==> config.mk <==
export PLATFORM = sky130hd
export DESIGN_NAME = onewire_master
export DESIGN_NICKNAME = d
export VERILOG_FILES = /design/src/rtl/onewire_pkg.sv /design/src/rtl/onewire_timebase.sv /design/src/rtl/onewire_master.sv
export SDC_FILE = /design/constraint.sdc
export NUM_CORES = 1
export LEC_CHECK = 0
export CAP_MARGIN = 25
export CELL_PAD_IN_SITES_DETAIL_PLACEMENT = 0
export CELL_PAD_IN_SITES_GLOBAL_PLACEMENT = 1
export CORE_AREA = 8 8 88 90
export DETAILED_ROUTE_END_ITERATION = 6
export DIE_AREA = 0 0 96 98
export PLACE_DENSITY_LB_ADDON = 0.1
export SLEW_MARGIN = 0
export SYNTH_ARGS = -nofsm -noshare
export SYNTH_HDL_FRONTEND = slang
export SYNTH_HIERARCHICAL = 1
export SYNTH_SLANG_ARGS = --single-unit
export TNS_END_PERCENT = 100
==> constraint.sdc <==
create_clock -name clk -period 4.6 [get_ports clk]
set_input_delay 0.92 -clock clk [delete_from_list [all_inputs] [get_ports clk]]
set_output_delay 0.92 -clock clk [all_outputs]
set_load 0.01 [all_outputs]
==> src/rtl/onewire_pkg.sv <==
`default_nettype none
// ============================================================================
//  Module      : onewire_pkg
//  Description : Shared op encodings, FSM state codes and slot timing (in us)
//                for the 1-Wire bus master.
//  Revision    : 1.0
// ============================================================================
package onewire_pkg;

    localparam logic [1:0] OP_RESET      = 2'b00;
    localparam logic [1:0] OP_WRITE_BYTE = 2'b01;
    localparam logic [1:0] OP_READ_BYTE  = 2'b10;
    localparam logic [1:0] OP_BIT        = 2'b11;

    localparam logic [2:0] ST_IDLE     = 3'd0;
    localparam logic [2:0] ST_RST_LOW  = 3'd1;
    localparam logic [2:0] ST_RST_REL  = 3'd2;
    localparam logic [2:0] ST_SLOT_LOW = 3'd3;
    localparam logic [2:0] ST_SLOT_REL = 3'd4;
    localparam logic [2:0] ST_DONE     = 3'd5;

    localparam logic [9:0] T_RST_LOW    = 10'd480;
    localparam logic [9:0] T_RST_SAMPLE = 10'd550;
    localparam logic [9:0] T_RST_END    = 10'd960;
    localparam logic [9:0] T_LOW1       = 10'd6;
    localparam logic [9:0] T_LOW0       = 10'd60;
    localparam logic [9:0] T_SAMPLE     = 10'd15;
    localparam logic [9:0] T_SLOT       = 10'd70;

endpackage : onewire_pkg
`default_nettype wire

==> src/rtl/onewire_timebase.sv <==
`default_nettype none
// ============================================================================
//  Module      : onewire_timebase
//  Description : Microsecond prescaler and 10-bit microsecond counter with a
//                synchronous clear that restarts both.
//  Revision    : 1.0
// ============================================================================
module onewire_timebase #(
    parameter int TICKS_PER_US = 25
) (
    input  logic       clk,
    input  logic       rst,
    input  logic       clr,
    output logic       us_tick,
    output logic [9:0] us_count
);

    localparam int PW = (TICKS_PER_US > 1) ? $clog2(TICKS_PER_US) : 1;
    localparam logic [PW-1:0] C_PRE_MAX = PW'(TICKS_PER_US - 1);

    logic [PW-1:0] r_prescale;
    logic [9:0]    r_us_count;

    assign us_tick  = (r_prescale == C_PRE_MAX);
    assign us_count = r_us_count;

    always_ff @(posedge clk or posedge rst) begin
        if (rst) begin
            r_prescale <= '0;
            r_us_count <= '0;
        end else if (clr) begin
            r_prescale <= '0;
            r_us_count <= '0;
        end else if (us_tick) begin
            r_prescale <= '0;
            r_us_count <= r_us_count + 10'd1;
        end else begin
            r_prescale <= r_prescale + {{(PW-1){1'b0}}, 1'b1};
        end
    end

endmodule : onewire_timebase
`default_nettype wire

==> src/rtl/onewire_master.sv <==
`default_nettype none
// ============================================================================
//  Module      : onewire_master
//  Description : Open-drain 1-Wire bus master issuing bus resets, single bit
//                slots and byte transfers through a command/response handshake.
//  Revision    : 1.0
// ============================================================================
module onewire_master
    import onewire_pkg::*;
#(
    parameter int TICKS_PER_US = 25
) (
    input  logic       clk,
    input  logic       rst,
    input  logic       cmd_valid,
    output logic       cmd_ready,
    input  logic [1:0] cmd_op,
    input  logic [7:0] cmd_data,
    output logic       rsp_valid,
    output logic [7:0] rsp_data,
    output logic       rsp_presence,
    output logic       busy,
    output logic       pad_i,
    output logic       pad_t,
    input  logic       pad_o
);

    logic [2:0] r_state;
    logic [1:0] r_op;
    logic [7:0] r_tx;
    logic [7:0] r_shift;
    logic [2:0] r_left;
    logic       r_pres_smp;
    logic       r_sync1;
    logic       r_sync2;
    logic       r_pad_t;
    logic [7:0] r_rsp_data;
    logic       r_rsp_presence;

    logic       w_us_tick;
    logic [9:0] w_us_count;
    logic       w_accept;
    logic       w_bit_end;
    logic       w_slot_end;
    logic       w_slot_sample;
    logic       w_next_slot;
    logic       w_clr;

    assign cmd_ready    = (r_state == ST_IDLE) || (r_state == ST_DONE);
    assign busy         = ~cmd_ready;
    assign rsp_valid    = (r_state == ST_DONE);
    assign rsp_data     = r_rsp_data;
    assign rsp_presence = r_rsp_presence;
    assign pad_i        = 1'b0;
    assign pad_t        = r_pad_t;

    assign w_accept   = cmd_valid & cmd_ready;
    // Phase boundaries fire on the tick that carries the counter onto the target.
    assign w_bit_end  = w_us_tick && (w_us_count == ((r_tx[0] ? T_LOW1 : T_LOW0) - 10'd1));
    assign w_slot_end = w_us_tick && (w_us_count == (T_SLOT - 10'd1));
    assign w_slot_sample = w_us_tick && (w_us_count == (T_SAMPLE - 10'd1)) &&
                           ((r_state == ST_SLOT_LOW) || (r_state == ST_SLOT_REL));
    assign w_next_slot = (r_state == ST_SLOT_REL) && w_slot_end && (r_left != 3'd0);
    assign w_clr       = w_accept || w_next_slot;

    onewire_timebase #(
        .TICKS_PER_US (TICKS_PER_US)
    ) u_timebase (
        .clk      (clk),
        .rst      (rst),
        .clr      (w_clr),
        .us_tick  (w_us_tick),
        .us_count (w_us_count)
    );

    always_ff @(posedge clk or posedge rst) begin
        if (rst) begin
            r_sync1 <= 1'b1;
            r_sync2 <= 1'b1;
        end else begin
            r_sync1 <= pad_o;
            r_sync2 <= r_sync1;
        end
    end

    always_ff @(posedge clk or posedge rst) begin
        if (rst) begin
            r_state        <= ST_IDLE;
            r_op           <= OP_RESET;
            r_tx           <= 8'h00;
            r_shift        <= 8'h00;
            r_left         <= 3'd0;
            r_pres_smp     <= 1'b1;
            r_pad_t        <= 1'b1;
            r_rsp_data     <= 8'h00;
            r_rsp_presence <= 1'b0;
        end else begin
            if (w_slot_sample) begin
                r_shift <= {r_sync2, r_shift[7:1]};
            end
            case (r_state)
                ST_IDLE, ST_DONE: begin
                    if (w_accept) begin
                        r_op    <= cmd_op;
                        r_tx    <= (cmd_op == OP_READ_BYTE) ? 8'hFF : cmd_data;
                        r_left  <= (cmd_op == OP_BIT) ? 3'd0 : 3'd7;
                        r_shift <= 8'h00;
                        r_pad_t <= 1'b0;
                        r_state <= (cmd_op == OP_RESET) ? ST_RST_LOW : ST_SLOT_LOW;
                    end else begin
                        r_state <= ST_IDLE;
                    end
                end
                ST_RST_LOW: begin
                    if (w_us_tick && (w_us_count == (T_RST_LOW - 10'd1))) begin
                        r_pad_t <= 1'b1;
                        r_state <= ST_RST_REL;
                    end
                end
                ST_RST_REL: begin
                    if (w_us_tick && (w_us_count == (T_RST_SAMPLE - 10'd1))) begin
                        r_pres_smp <= r_sync2;
                    end
                    if (w_us_tick && (w_us_count == (T_RST_END - 10'd1))) begin
                        r_rsp_presence <= ~r_pres_smp;
                        r_state        <= ST_DONE;
                    end
                end
                ST_SLOT_LOW: begin
                    if (w_bit_end) begin
                        r_pad_t <= 1'b1;
                        r_state <= ST_SLOT_REL;
                    end
                end
                ST_SLOT_REL: begin
                    if (w_slot_end) begin
                        if (r_left != 3'd0) begin
                            r_left  <= r_left - 3'd1;
                            r_tx    <= {1'b0, r_tx[7:1]};
                            r_pad_t <= 1'b0;
                            r_state <= ST_SLOT_LOW;
                        end else begin
                            // A single BIT slot leaves its sample at the MSB.
                            r_rsp_data <= (r_op == OP_BIT) ? {7'b0, r_shift[7]} : r_shift;
                            r_state    <= ST_DONE;
                        end
                    end
                end
                default: begin
                    r_pad_t <= 1'b1;
                    r_state <= ST_IDLE;
                end
            endcase
        end
    end

endmodule : onewire_master
`default_nettype wire

# [Word-level counts from Yosys, hierarchy flattened]
# Index checks and enable logic that the tools add are counted.
[word_totals] reg_bits=52 in_bits=14 out_inout_bits=14 wordCells=101
[op_classes] n_addsub=4 eq_ne=21 muxes=33 bitwise_logic=5 reduce_logical=25
[ops] cell="8-bit two-way mux" n=8
[ops] cell="3-bit two-way mux" n=9
[ops] cell="10-bit equality test (second input constant)" n=2
[ops] cell="10-bit two-way mux" n=2
[ops] cell="8-bit one-hot mux with 2 select lines" n=1
[ops] cell="3-bit one-hot mux with 5 select lines" n=1
[ops] cell="10-bit by 1-bit adder with 10-bit output (second input constant)" n=1
[ops] cell="10-bit equality test" n=1
[ops] cell="10-bit by 4-bit equality test with 1-bit output (second input constant)" n=1
[ops] cell="10-bit by 7-bit equality test with 1-bit output (second input constant)" n=1
[ops] cell="10-bit by 9-bit equality test with 1-bit output (second input constant)" n=1
[ops] cell="5-bit two-way mux" n=2
[ops] cell="2-bit != test (second input constant)" n=5
[ops] cell="1-bit logical AND" n=9
[ops] cell="4-bit AND reduction" n=2
[ops] cell="6-bit by 1-bit subtractor with 7-bit output (second input constant)" n=1
[ops] cell="2-bit equality test (second input constant)" n=3
[ops] cell="3-bit by 2-bit equality test with 1-bit output (second input constant)" n=2
[ops] cell="3-bit equality test (second input constant)" n=2
[ops] cell="6-bit two-way mux" n=1
[ops] cell="3-bit one-hot mux with 2 select lines" n=1
[ops] cell="2-bit AND reduction" n=3
[ops] cell="6-bit AND reduction" n=1
[ops] cell="5-bit by 1-bit adder with 5-bit output (second input constant)" n=1
[ops] cell="other kinds (16)" n=27

# [Depth between registers and ports, before layout]
[depth] ltp_word=6 mapped_depth=13 ltp_nobuf=11

# [Hierarchy]
# The synthesis kept the hierarchy.
[modules_own_cells] mod="onewire_master" instances=1 cells_each=207 area_per_inst_um2=1968.1 seq_area_each_um2=930.9
[modules_own_cells] mod="onewire_timebase" instances=1 cells_each=80 area_per_inst_um2=785.8 seq_area_each_um2=375.4

# [Worst setup path after synthesis]
# OpenSTA, ideal clock, no wires.
[synth_timing] path_type="reg2reg" from="register u_timebase.r_prescale[0]" to="register u_timebase.r_prescale[3]" setup_ps=136 t_arrival_ps=2673 required_time_ps=4464 path_slack_ps=1791 path_stages_with_launch=14 path_buffers=3 synth_period_minus_slack_ps=2809 path_cell_list="dfrtp_1 inv_1 ha_1 nand4b_4 buf_4 inv_1 nor4b_1 nand4_1 nor2b_2 o21ai_2 clkinv_2 clkbuf_1 clkbuf_1 nor3_1"
[synth_between] elab_chain_cells=6 elab_cells_between_ends=8 cone_classes="1 x add/sub; 1 x eq/ne; 2 x mux; 4 x reduce/logical"
[synth_rtl] element="start, declared" line_no="onewire_timebase.sv:21" source="logic [PW-1:0] r_prescale;"
[synth_rtl] element="start signal, assigned" line_no="onewire_timebase.sv:38" source="r_prescale <= r_prescale + {{(PW-1){1'b0}}, 1'b1};"
[synth_rtl] element="5-bit equality test" line_no="onewire_timebase.sv:24" source="assign us_tick = (r_prescale == C_PRE_MAX);"
[synth_rtl] element="via w_us_tick" line_no="onewire_master.sv:40" source="logic w_us_tick;"
[synth_rtl] element="1-bit logical AND" line_no="onewire_master.sv:60" source="assign w_slot_end = w_us_tick && (w_us_count == (T_SLOT - 10'd1));"
[synth_rtl] element="1-bit logical AND (2 in a row)" line_no="onewire_master.sv:63" source="assign w_next_slot = (r_state == ST_SLOT_REL) && w_slot_end && (r_left != 3'd0);"
[synth_rtl] element="1-bit logical OR" line_no="onewire_master.sv:64" source="assign w_clr = w_accept || w_next_slot;"
[synth_rtl] element="via w_clr" line_no="onewire_master.sv:47" source="logic w_clr;"
[synth_rtl] element="5-bit two-way mux" line_no="onewire_timebase.sv:31" source="end else if (clr) begin"
# The timed path passes the listed nets, and every way through them passes these cells.
# A chain may end at the register's enable or synchronous reset.

# [Worst setup path in the final report]
[layout_timing] from="register u_timebase.r_prescale[0]" to="register r_tx[5]"
[layout_between] elab_chain_cells=4
[layout_rtl] element="5-bit equality test" line_no="onewire_timebase.sv:24"
[layout_rtl] element="via w_us_tick" line_no="onewire_master.sv:40"
[layout_rtl] element="1-bit logical AND" line_no="onewire_master.sv:60"
[layout_rtl] element="2-bit != test (no line)"
[layout_rtl] element="4-bit AND reduction (no line)"
[layout_rtl] element="end signal, assigned" line_no="onewire_master.sv:105" source="r_tx <= (cmd_op == OP_READ_BYTE) ? 8'hFF : cmd_data;"
[layout_rtl] element="end signal, assigned" line_no="onewire_master.sv:139" source="r_tx <= {1'b0, r_tx[7:1]};"
[layout_rtl] element="end, declared" line_no="onewire_master.sv:30" source="logic [7:0] r_tx;"
# The timed path passes the listed nets, and every way through them passes these cells.

==> reports/results.tsv <==
metric	value	unit
hp-class	flip-flop to flip-flop	
worst-path-buf-inv	3	
endpoint	r_tx[5]	
drive_gt1_frac	0.112	
cp_max_fo	26	
io_buffers	26	
p_sw	492	uW
gr-total-overflow	0	
worstPathCellList	inv_1, ha_1, nand4b_4, inv_1, nor4b_1, nand4_1, nor2b_2, o21ai_2, clkinv_2, mux2_2	
post_drt_wl_per_cell	14.8	um
report.final.hold_viol_count	0	
cts_buffers	5	
seq_power_share	0.472	
finalSetupTns	0	ns
r2r_setup_slack	1.58	ns
totalPowerFinal	1.38	mW
status	finished clean	
core	6490	sq um
r2r_end	r_tx[5]	
synthArstFlopShare	1.00	
critPathLaunchType	flip-flop	
final_common_cell	dfrtp_1	
powerDensity	434	nW/um^2
critical_path_required	4.79	ns
sw_frac_of_total	0.356	
setup_viol	0	
drt-pass1-iter-count	4	
stdcell_area	3190	sq um
cp.depth	10	
areaGrowthSynthToFinish	15.9	%
r2r-start	u_timebase/r_prescale[0]	
combPwrFrac	0.339	
clk_pin_slew	0.10	ns
grt_util_all_layers	0.130	
rsz0062_at_grt	no	
ant_nets	0	
max_stage_delay	0.47	ns
routabilityCongestion	0.792	
root_buffer	clkbuf_8	
hold_depth	0	
start_util	0.424	
antenna_cells	0	
placed_area	3100	sq um
yosysWarnings	6	
r2r_cells	10	
crit_path_end_kind	flip-flop	
arrival	3.21	ns
critPathSlowestCell	nor4b_1	
htree_num_levels	2	
cap_viol_max_count	0	
postCtsSetupRepairBufs	0	
syn_area	2750	sq um
ys_types	51	
cp_top_family	simple AND/OR/NAND/NOR gates	
synth_flop_cell	dfrtp_1	
final_cell_mix	dfrtp_1, nand2_1, o21ai_0, clkdlybuf4s50_1, nor2_1	
cts_tree	done	
grt_start_max_net_pins	27	
yosys_register_bits	52	
num_rows	30	
viasPerCell	5.20	
synth.yosys.seq_area_share	0.474	
vias	2042	
grt_antenna_before_repair	0	
grt_pass1_wl	9820	um
fp.dieH	98	um
tightest_slew	0.593	ns
ctsLongestPathBuffers	2	
cp-startpoint	u_timebase/r_prescale[0]	
ir_drop	0.000238	V
leakagePower	1.34	nW
clockPowerShare	0.189	
grt_pass1_vias	1953	
wl	5830	um
syn-num-nets	306	
dpl.hpwl	4240	um
whs	0.364	ns
insertion_delay	0.31	ns
skew	0.0109	ns
drt_iter0_markers	44	
finalCriticalPeriod	3.02	ns
dieWidth	96	um
post_cts_resized	0	
ctsHoldBuffers	0	
cpMostUsedCell	inv_1	
hp-start	r_sync1	
clock.fmax	0.332	GHz
route.detailed.drc	0	
num_io_pins	28	
die_area	9410	sq um
synth-edff-count	0	
final_nets	331	
syn_inst	287	
post-route-period-util	0.656	
slew_headroom	0.604	
final_max_slew_viol_count	0	
avgSynthCellArea	9.60	sq um
crit_type	flip-flop to flip-flop	
clock-sinks	52	
internal-power	892	uW
[area by class of cell]
type                    count  area (sq um)
fillers                   613          3300
repair buffers             29           303
well taps                  80           100
clock buffers               5          68.8
multi-input cells         208          1330
flip-flops and latches     52          1310
clock inverters             3          21.3
inverters                  16          61.3
[flip-flops by register name, indices dropped and copies added (netlist names), 2 cells and up]
| name | count |
|---|---|
| r_tx | 8 |
| r_shift | 8 |
| u_timebase/r_prescale | 5 |
| r_left | 3 |
| r_state | 3 |
| r_op | 2 |
| u_timebase/us_count | 10 |
| rsp_data | 8 |
[worst min-delay path by stage]
stage	to	slack (ns)
detailed placement	r_sync2	0.35
floorplan	r_sync2	0.35
finish	r_sync2	0.36
global placement	r_sync2	0.35
global route	r_sync2	0.37
CTS	r_sync2	0.36
[metrics by stage]
stage               utilization  worst slack, ns  cells
detailed placement        0.477             1.59    385
floorplan                     -             1.79    287
global placement          0.473             1.68    384
global route              0.491             1.21    393
finish                    0.491             1.58    393
CTS                       0.491             1.55    393
[power groups by stage]
stage | Combinational, mW | Clock [mW] | Sequential (mW)
after floorplan | 0.384 | 0 | 0.617
after global placement | 0.473 | 0 | 0.661
after detailed placement | 0.477 | 0 | 0.663
after CTS | 0.480 | 0.274 | 0.653
after global routing | 0.531 | 0.293 | 0.671
final | 0.469 | 0.262 | 0.654
[synth_stat cells, types with 2 or more instances]
| cell | instances | area share |
|---|---|---|
| nand2_1 | 40 | 0.055 |
| ha_1 | 5 | 0.023 |
| dfstp_2 | 4 | 0.038 |
| nand3_1 | 7 | 0.013 |
| inv_1 | 15 | 0.020 |
| nand2b_1 | 4 | 0.0091 |
| clkbuf_1 | 5 | 0.0068 |
| xor2_1 | 2 | 0.0064 |
| nor4_1 | 2 | 0.0045 |
| a21oi_1 | 14 | 0.025 |
| a31oi_1 | 2 | 0.0045 |
| or3_1 | 2 | 0.0045 |
| or4_1 | 4 | 0.011 |
| o21ai_0 | 28 | 0.051 |
| o31ai_1 | 7 | 0.019 |
| nor2_1 | 17 | 0.023 |
| mux2_2 | 13 | 0.053 |
| nor3b_1 | 2 | 0.0055 |
| dfrtp_1 | 48 | 0.44 |
| buf_2 | 3 | 0.0055 |
| nand4_1 | 6 | 0.014 |
| nor3_1 | 5 | 0.0091 |
| buf_4 | 3 | 0.0082 |
| xnor2_1 | 3 | 0.0095 |
| nor2b_1 | 8 | 0.018 |
| and3_1 | 4 | 0.0091 |
| mux2i_1 | 10 | 0.036 |
[per-layer routing]
| layer | part of all wire | vias to the layer above | global-route usage | routed length, um |
|---|---|---|---|---|
| li1 | - | 1064 | - | - |
| met1 | 0.50 | 947 | 0.185 | 2940 |
| met2 | 0.44 | 24 | 0.185 | 2580 |
| met3 | 0.038 | 7 | 0.0299 | 220 |
| met4 | 0.015 | 0 | 0.0450 | 87 |
| met5 | 0 | - | 0 | 0 |
[cell families after synthesis]
| family | synth area share |
|---|---|
| DFF | 0.474 |
| and+or+nand+nor | 0.225 |
| AOI/OAI and AO/OA | 0.128 |
| muxes | 0.0895 |
| buffers and inverters | 0.0427 |
| xor gates and xnor gates | 0.0159 |
| other | 0.00136 |
| adders and majority gates | 0.0227 |
Power figures use the tool's default switching activity.
